==> src/rtl/playback_pkg.sv <==
// Shared types and helpers for the audio playback sequencer: speed modes,
// FSM state encodings and the per-mode sample ordering.
package playback_pkg;

  typedef enum logic [1:0] {
    MODE_NORMAL   = 2'b00,
    MODE_CHIPMUNK = 2'b01,
    MODE_LAIDBACK = 2'b10
  } mode_t;

  typedef logic [1:0] fetch_state_t;
  localparam fetch_state_t F_IDLE = 2'd0;
  localparam fetch_state_t F_REQ  = 2'd1;
  localparam fetch_state_t F_DATA = 2'd2;

  typedef logic [1:0] out_state_t;
  localparam out_state_t O_IDLE = 2'd0;
  localparam out_state_t O_POP  = 2'd1;
  localparam out_state_t O_WR   = 2'd2;
  localparam out_state_t O_LOW  = 2'd3;

  localparam int DEF_ADDR_W     = 23;
  localparam int DEF_NUM_WORDS  = 1048576;
  localparam int DEF_FIFO_DEPTH = 4;
  localparam int DEF_SHIFT      = 6;

  // Encoding 11 is treated as normal speed.
  function automatic mode_t decode_mode(input logic [1:0] m);
    return (m == 2'b11) ? MODE_NORMAL : mode_t'(m);
  endfunction

  function automatic logic [1:0] last_step(input mode_t m);
    case (m)
      MODE_CHIPMUNK: return 2'd0;
      MODE_LAIDBACK: return 2'd3;
      default:       return 2'd1;
    endcase
  endfunction

  // 1 selects the high half-word for the given step within a word.
  function automatic logic step_half(input mode_t m, input logic [1:0] step);
    case (m)
      MODE_CHIPMUNK: return 1'b1;
      MODE_LAIDBACK: return step[1];
      default:       return step[0];
    endcase
  endfunction

endpackage

==> src/rtl/sample_fifo.sv <==
// Synchronous word FIFO between the flash fetch side and the codec output side.
// Simultaneous push and pop are accepted when full, and pass through when empty.
module sample_fifo #(
  parameter int DEPTH  = 4,
  parameter int DATA_W = 32
) (
  input  logic                     clk,
  input  logic                     reset,
  input  logic                     push,
  input  logic                     pop,
  input  logic [DATA_W-1:0]        wdata,
  output logic [DATA_W-1:0]        rdata,
  output logic                     full,
  output logic                     empty,
  output logic [$clog2(DEPTH):0]   level
);

  localparam int AW = $clog2(DEPTH);
  localparam int LW = AW + 1;

  logic [DATA_W-1:0] mem [DEPTH];
  logic [AW-1:0]     wr_ptr;
  logic [AW-1:0]     rd_ptr;
  logic              do_push;
  logic              do_pop;

  assign full    = (level == LW'(DEPTH));
  assign empty   = (level == '0);
  assign do_push = push && (!full || pop);
  assign do_pop  = pop && (!empty || push);
  assign rdata   = empty ? wdata : mem[rd_ptr];

  always_ff @(posedge clk) begin
    if (reset) begin
      wr_ptr <= '0;
      rd_ptr <= '0;
      level  <= '0;
    end else begin
      if (do_push) wr_ptr <= wr_ptr + 1'b1;
      if (do_pop)  rd_ptr <= rd_ptr + 1'b1;
      case ({do_push, do_pop})
        2'b10:   level <= level + 1'b1;
        2'b01:   level <= level - 1'b1;
        default: level <= level;
      endcase
    end
  end

  always_ff @(posedge clk) begin
    if (do_push) mem[wr_ptr] <= wdata;
  end

endmodule

==> src/rtl/playback_sequencer.sv <==
// Flash-to-codec playback sequencer: fetches 32-bit sample words over Avalon-MM,
// buffers them, and emits attenuated 16-bit samples at the selected speed.
module playback_sequencer
  import playback_pkg::*;
#(
  parameter int ADDR_W     = DEF_ADDR_W,
  parameter int NUM_WORDS  = DEF_NUM_WORDS,
  parameter int FIFO_DEPTH = DEF_FIFO_DEPTH,
  parameter int SHIFT      = DEF_SHIFT
) (
  input  logic                          clk,
  input  logic                          reset,
  input  logic [1:0]                    mode,
  input  logic                          play_en,
  output logic                          flash_mem_read,
  output logic [ADDR_W-1:0]             flash_mem_address,
  input  logic                          flash_mem_waitrequest,
  input  logic [31:0]                   flash_mem_readdata,
  input  logic                          flash_mem_readdatavalid,
  input  logic                          write_ready,
  output logic                          write_s,
  output logic [15:0]                   writedata_left,
  output logic [15:0]                   writedata_right,
  output logic                          wrap_pulse,
  output logic [$clog2(FIFO_DEPTH):0]   fifo_level
);

  localparam logic [ADDR_W-1:0]  LAST_ADDR = ADDR_W'(NUM_WORDS - 1);
  localparam logic signed [15:0] BIAS      = 16'((1 << SHIFT) - 1);

  // Divide by 2**SHIFT rounding toward zero: bias negatives before the shift.
  function automatic logic signed [15:0] scale_sample(input logic signed [15:0] x);
    logic signed [15:0] biased;
    biased = x[15] ? (x + BIAS) : x;
    return biased >>> SHIFT;
  endfunction

  fetch_state_t       fstate;
  out_state_t         ostate;
  logic [ADDR_W-1:0]  addr;
  logic               fifo_push;
  logic               fifo_pop;
  logic               fifo_full;
  logic               fifo_empty;
  logic [31:0]        fifo_rdata;
  mode_t              word_mode;
  logic [1:0]         step;
  logic [31:0]        word_p1;
  logic signed [15:0] sample_p1;
  logic signed [15:0] scaled_p1;

  // Stage 0: flash fetch; at most one read outstanding, issued only with FIFO room.
  assign flash_mem_read    = (fstate == F_REQ);
  assign flash_mem_address = addr;
  assign fifo_push         = (fstate == F_DATA) && flash_mem_readdatavalid;

  always_ff @(posedge clk) begin
    if (reset) begin
      fstate     <= F_IDLE;
      addr       <= '0;
      wrap_pulse <= 1'b0;
    end else begin
      wrap_pulse <= 1'b0;
      case (fstate)
        F_IDLE: if (play_en && !fifo_full) fstate <= F_REQ;
        F_REQ: begin
          if (!flash_mem_waitrequest) begin
            fstate <= F_DATA;
            if (addr == LAST_ADDR) begin
              addr       <= '0;
              wrap_pulse <= 1'b1;
            end else begin
              addr <= addr + 1'b1;
            end
          end
        end
        F_DATA: if (flash_mem_readdatavalid) fstate <= F_IDLE;
        default: fstate <= F_IDLE;
      endcase
    end
  end

  sample_fifo #(
    .DEPTH  (FIFO_DEPTH),
    .DATA_W (32)
  ) u_fifo (
    .clk   (clk),
    .reset (reset),
    .push  (fifo_push),
    .pop   (fifo_pop),
    .wdata (flash_mem_readdata),
    .rdata (fifo_rdata),
    .full  (fifo_full),
    .empty (fifo_empty),
    .level (fifo_level)
  );

  // Stage 1: pop a word, then walk its samples in the order the latched mode dictates.
  assign fifo_pop = (ostate == O_POP);

  always_ff @(posedge clk) begin
    if (reset) begin
      ostate    <= O_IDLE;
      step      <= 2'd0;
      word_mode <= MODE_NORMAL;
    end else begin
      case (ostate)
        O_IDLE: if (!fifo_empty && play_en) ostate <= O_POP;
        O_POP: begin
          word_mode <= decode_mode(mode);
          step      <= 2'd0;
          ostate    <= O_WR;
        end
        O_WR: if (write_ready) ostate <= O_LOW;
        O_LOW: begin
          if (!write_ready) begin
            if (step == last_step(word_mode)) begin
              ostate <= O_IDLE;
            end else begin
              step   <= step + 2'd1;
              ostate <= O_WR;
            end
          end
        end
        default: ostate <= O_IDLE;
      endcase
    end
  end

  always_ff @(posedge clk) begin
    if (ostate == O_POP) word_p1 <= fifo_rdata;
  end

  always_comb begin
    sample_p1 = step_half(word_mode, step) ? word_p1[31:16] : word_p1[15:0];
    scaled_p1 = scale_sample(sample_p1);
  end

  // Stage 2: codec handshake; data is driven only while the strobe is high.
  assign write_s         = (ostate == O_WR) && write_ready;
  assign writedata_left  = write_s ? scaled_p1 : 16'd0;
  assign writedata_right = writedata_left;

endmodule
==> config.mk <==
export PLATFORM = sky130hd
export DESIGN_NAME = playback_sequencer
export DESIGN_NICKNAME = d
export VERILOG_FILES = /design/src/rtl/playback_pkg.sv /design/src/rtl/sample_fifo.sv /design/src/rtl/playback_sequencer.sv
export SDC_FILE = /design/constraint.sdc
export NUM_CORES = 1
export LEC_CHECK = 0
export CAP_MARGIN = 25
export CELL_PAD_IN_SITES_DETAIL_PLACEMENT = 1
export CELL_PAD_IN_SITES_GLOBAL_PLACEMENT = 1
export CORE_UTILIZATION = 47
export DETAILED_ROUTE_END_ITERATION = 6
export GPL_ROUTABILITY_DRIVEN = 0
export PLACE_DENSITY_LB_ADDON = 0.3
export SLEW_MARGIN = 20
export SYNTH_ARGS = -nofsm -noshare
export SYNTH_HDL_FRONTEND = slang
export SYNTH_SLANG_ARGS = --single-unit
==> constraint.sdc <==
create_clock -name clk -period 3.9 [get_ports clk]
set_input_delay 0.585 -clock clk [delete_from_list [all_inputs] [get_ports clk]]
set_output_delay 0.585 -clock clk [all_outputs]
set_load 0.02 [all_outputs]
==> reports/qor.csv <==
metric,value,unit
worstPathArrival,3.10,ns
required,3.31,ns
cp_max_fo,15,
power_density,418.9,nW/um^2
internal-power,3.434,mW
avgRoutedWirePerCell,21.45,um
synth_common_cells,"edfxtp_1, dfxtp_1, nor2_1, mux2_2, mux4_2",
setup_violations,0,
synth.most_common_cell,edfxtp_1,
maxCapViolCount,0,
cts_tree,built,
critPathTopFamily,buffers and inverters,
seqPwrFrac,54.1,%
clk_latency,0.51,ns
synthFlopType,edfxtp_1,
reg2reg_setup_slack,1.40,ns
coreArea,17540,um^2
vias_per_cell,5.631,
fin_hold_ws,0.5176,ns
cp_cell_sequence,"inv_1, ha_1, a211oi_2, or2_2, buf_6, mux2i_2, o31ai_1, a21oi_1, dlygate4sd2_1",
grt_max_degree,34,
syn_inst,557,
htree_levels,1,
p_sw_share,20.31,%
cp_slowest_cell,dfxtp_1,
numClockSinks,201,
nets,702,
die_area,18710,um^2
vias,5012,
grt_pass1_wl,29680,um
yosys.area.top_type,edfxtp_1,
finalHoldViolations,0,
ir_drop,0.2869,mV
drt_iter0_drc,319,
start_util,48.70,%
fp-row-count,48,
slew_viol_final,0,
ys_types,49,
setup.worst_path.end_class,output pin,
comb_power_share,3.3,%
fin_setup_tns,0,ns
yosys.area.top_type_share,56.26,%
drc,0,
fin_worst_skew,0.01644,ns
max_freq,271.0,MHz
chipHeight,136.8,um
cts_buffer_depth,3,
clk_pin_slew,0.06,ns
pre_cts_ws,0.1468,ns
seq_area_frac_synth,65.87,%
cp.buffers_inverters,3,
avgSynthCellArea,15.33,um^2
slew_headroom,37.57,%
drive_gt1_share,20.60,%
critPathLaunchType,register,
synthesis.area,8541,um^2
cts_root_buf,clkbuf_16,
pin_count,101,
ys_ff_latch,201,
ant_nets,0,
rsz0062_at_grt,false,
antenna_found_initial,0,
hpwlAfterDp,12300,um
fp.dieW,136.8,um
yosysWarningCount,0,
power_leakage,3.478,nW
p_sw,0.8750,mW
grt-ovfl-total,0,
synth_edf_count,160,
clockPowerShare,42.6,%
status,"complete, no violations",
drtPass1Iterations,4,
area_delta_synth_final,20.45,%
worstMarginPinSlew,0.9365,ns
synth_area_leaders,"edfxtp_1, dfxtp_1, mux4_2",
grt_pass1_vias,5389,
period_minus_slack,3.689,ns
async_reset_ff_share,0,%
critPathKind,reg2out,
cts_made_buffers,22,
diodes,0,
io_buffers,100,
syn_nets,608,
gr-usage-all-layers,21.27,%
period_share,94.60,%
worst_slack,0.2105,ns
critPathMaxStageDelay,0.38,ns
hp-class,reg2reg,
fillers,1630,
wl,19090,um
logic make-up (layout without fill, tap and decap cells):
kind of cell             after synthesis  in the layout  synth area share (%)
AO/OA/AOI/OAI                         47             47                 3.531
multiplexers                          75             75                 13.96
flip-flops                           201            201                 65.87
buffers and inverters                 58            166                 3.619
AND/OR/NAND/NOR                      136            136                 8.350
XOR/XNOR                              29             29                 2.974
adder cells (fa/ha/maj)               11             11                 1.699
sequential cells by signal (all words and copies together), names as in the netlist, 2 cells and up, named ones only:
name,count
flash_mem_address,23
fstate,2
word_p1,32
word_mode,2
u_fifo.level,3
ostate,2
u_fifo.mem,128
step,2
u_fifo.rd_ptr,2
u_fifo.wr_ptr,2
power by group through the flow:
stage	sequential [mW]	clock [mW]	combinational, mW
2_1_floorplan	2.38	0	0.0588
3_3_place_gp	2.38	0	0.136
3_5_place_dp	2.38	0	0.142
4_1_cts	2.33	1.87	0.143
5_1_grt	2.33	1.96	0.153
6_report	2.33	1.84	0.142
repair_timing:
action,CTS,global route
hold buffers,0,0
gates resized for setup,36,34
setup buffers,0,0
endpoints found under the setup margin,30,22
worst min-delay path: cells and delay by family (launching register included):
family | cells | cell delay, ns
AO/OA/AOI/OAI | 1 | 0.05
AND/OR/NAND/NOR | 1 | 0.07
flip-flops | 1 | 0.34
stage by stage:
stage          instance area (um^2)  std cells  total power, mW  util (%)
2_1_floorplan                  8546        557            2.435         -
3_3_place_gp                   9684        852            2.512     55.22
3_5_place_dp                   9684        852            2.519     55.22
4_1_cts                       10320        890            4.348     58.83
5_1_grt                       10290        890            4.441     58.66
6_report                      10290        890            4.309     58.66
layer usage:
metal | wire [um] | up-vias | global-route usage, %
li1 | - | 2292 | -
met3 | 960 | 29 | 3.519
met2 | 9521 | 135 | 36.69
met1 | 8223 | 2556 | 27.72
met5 | 0 | - | 0
met4 | 387 | 0 | 6.166
final timing paths:
kind / startpoint / depth (start not counted) / end
worst min register to register: flash_mem_address[20] / 2 / flash_mem_address[20]
worst max-delay path: word_mode[0] / 9 / writedata_left[4]
worst min-delay path: flash_mem_address[20] / 2 / flash_mem_address[20]
worst max register to register: flash_mem_address[5] / 5 / flash_mem_address[16]
layout by cell type (no fill, tap or decap), types with 4 or more instances in the layout:
master	n
and2_1	4
clkbuf_1	6
or3_1	9
a21oi_1	18
nand2_1	20
nor2_1	39
clkinv_1	5
nand3_1	10
buf_4	10
nand4_1	8
o21ai_0	7
clkbuf_2	14
inv_1	16
nor3_1	10
nor4_1	6
clkdlybuf4s50_1	70
mux4_2	32
mux2i_1	8
xnor2_1	16
dlygate4sd2_1	14
ha_1	10
edfxtp_1	160
xor2_1	13
clkbuf_16	22
and3_1	5
mux2_2	33
dfxtp_1	39
cell type report:
class                   count  area, um^2  area share (%)
clock buffers              28       573.1           5.570
clock inverters            10       57.56          0.5595
inverters                  16       60.06          0.5838
multi-input cells         298        2671           25.97
flip-flops and latches    201        5628           54.71
well taps                 225       281.5           2.737
repair buffers            112        1016           9.876
No activity file was read; power rests on OpenSTA's default activity.
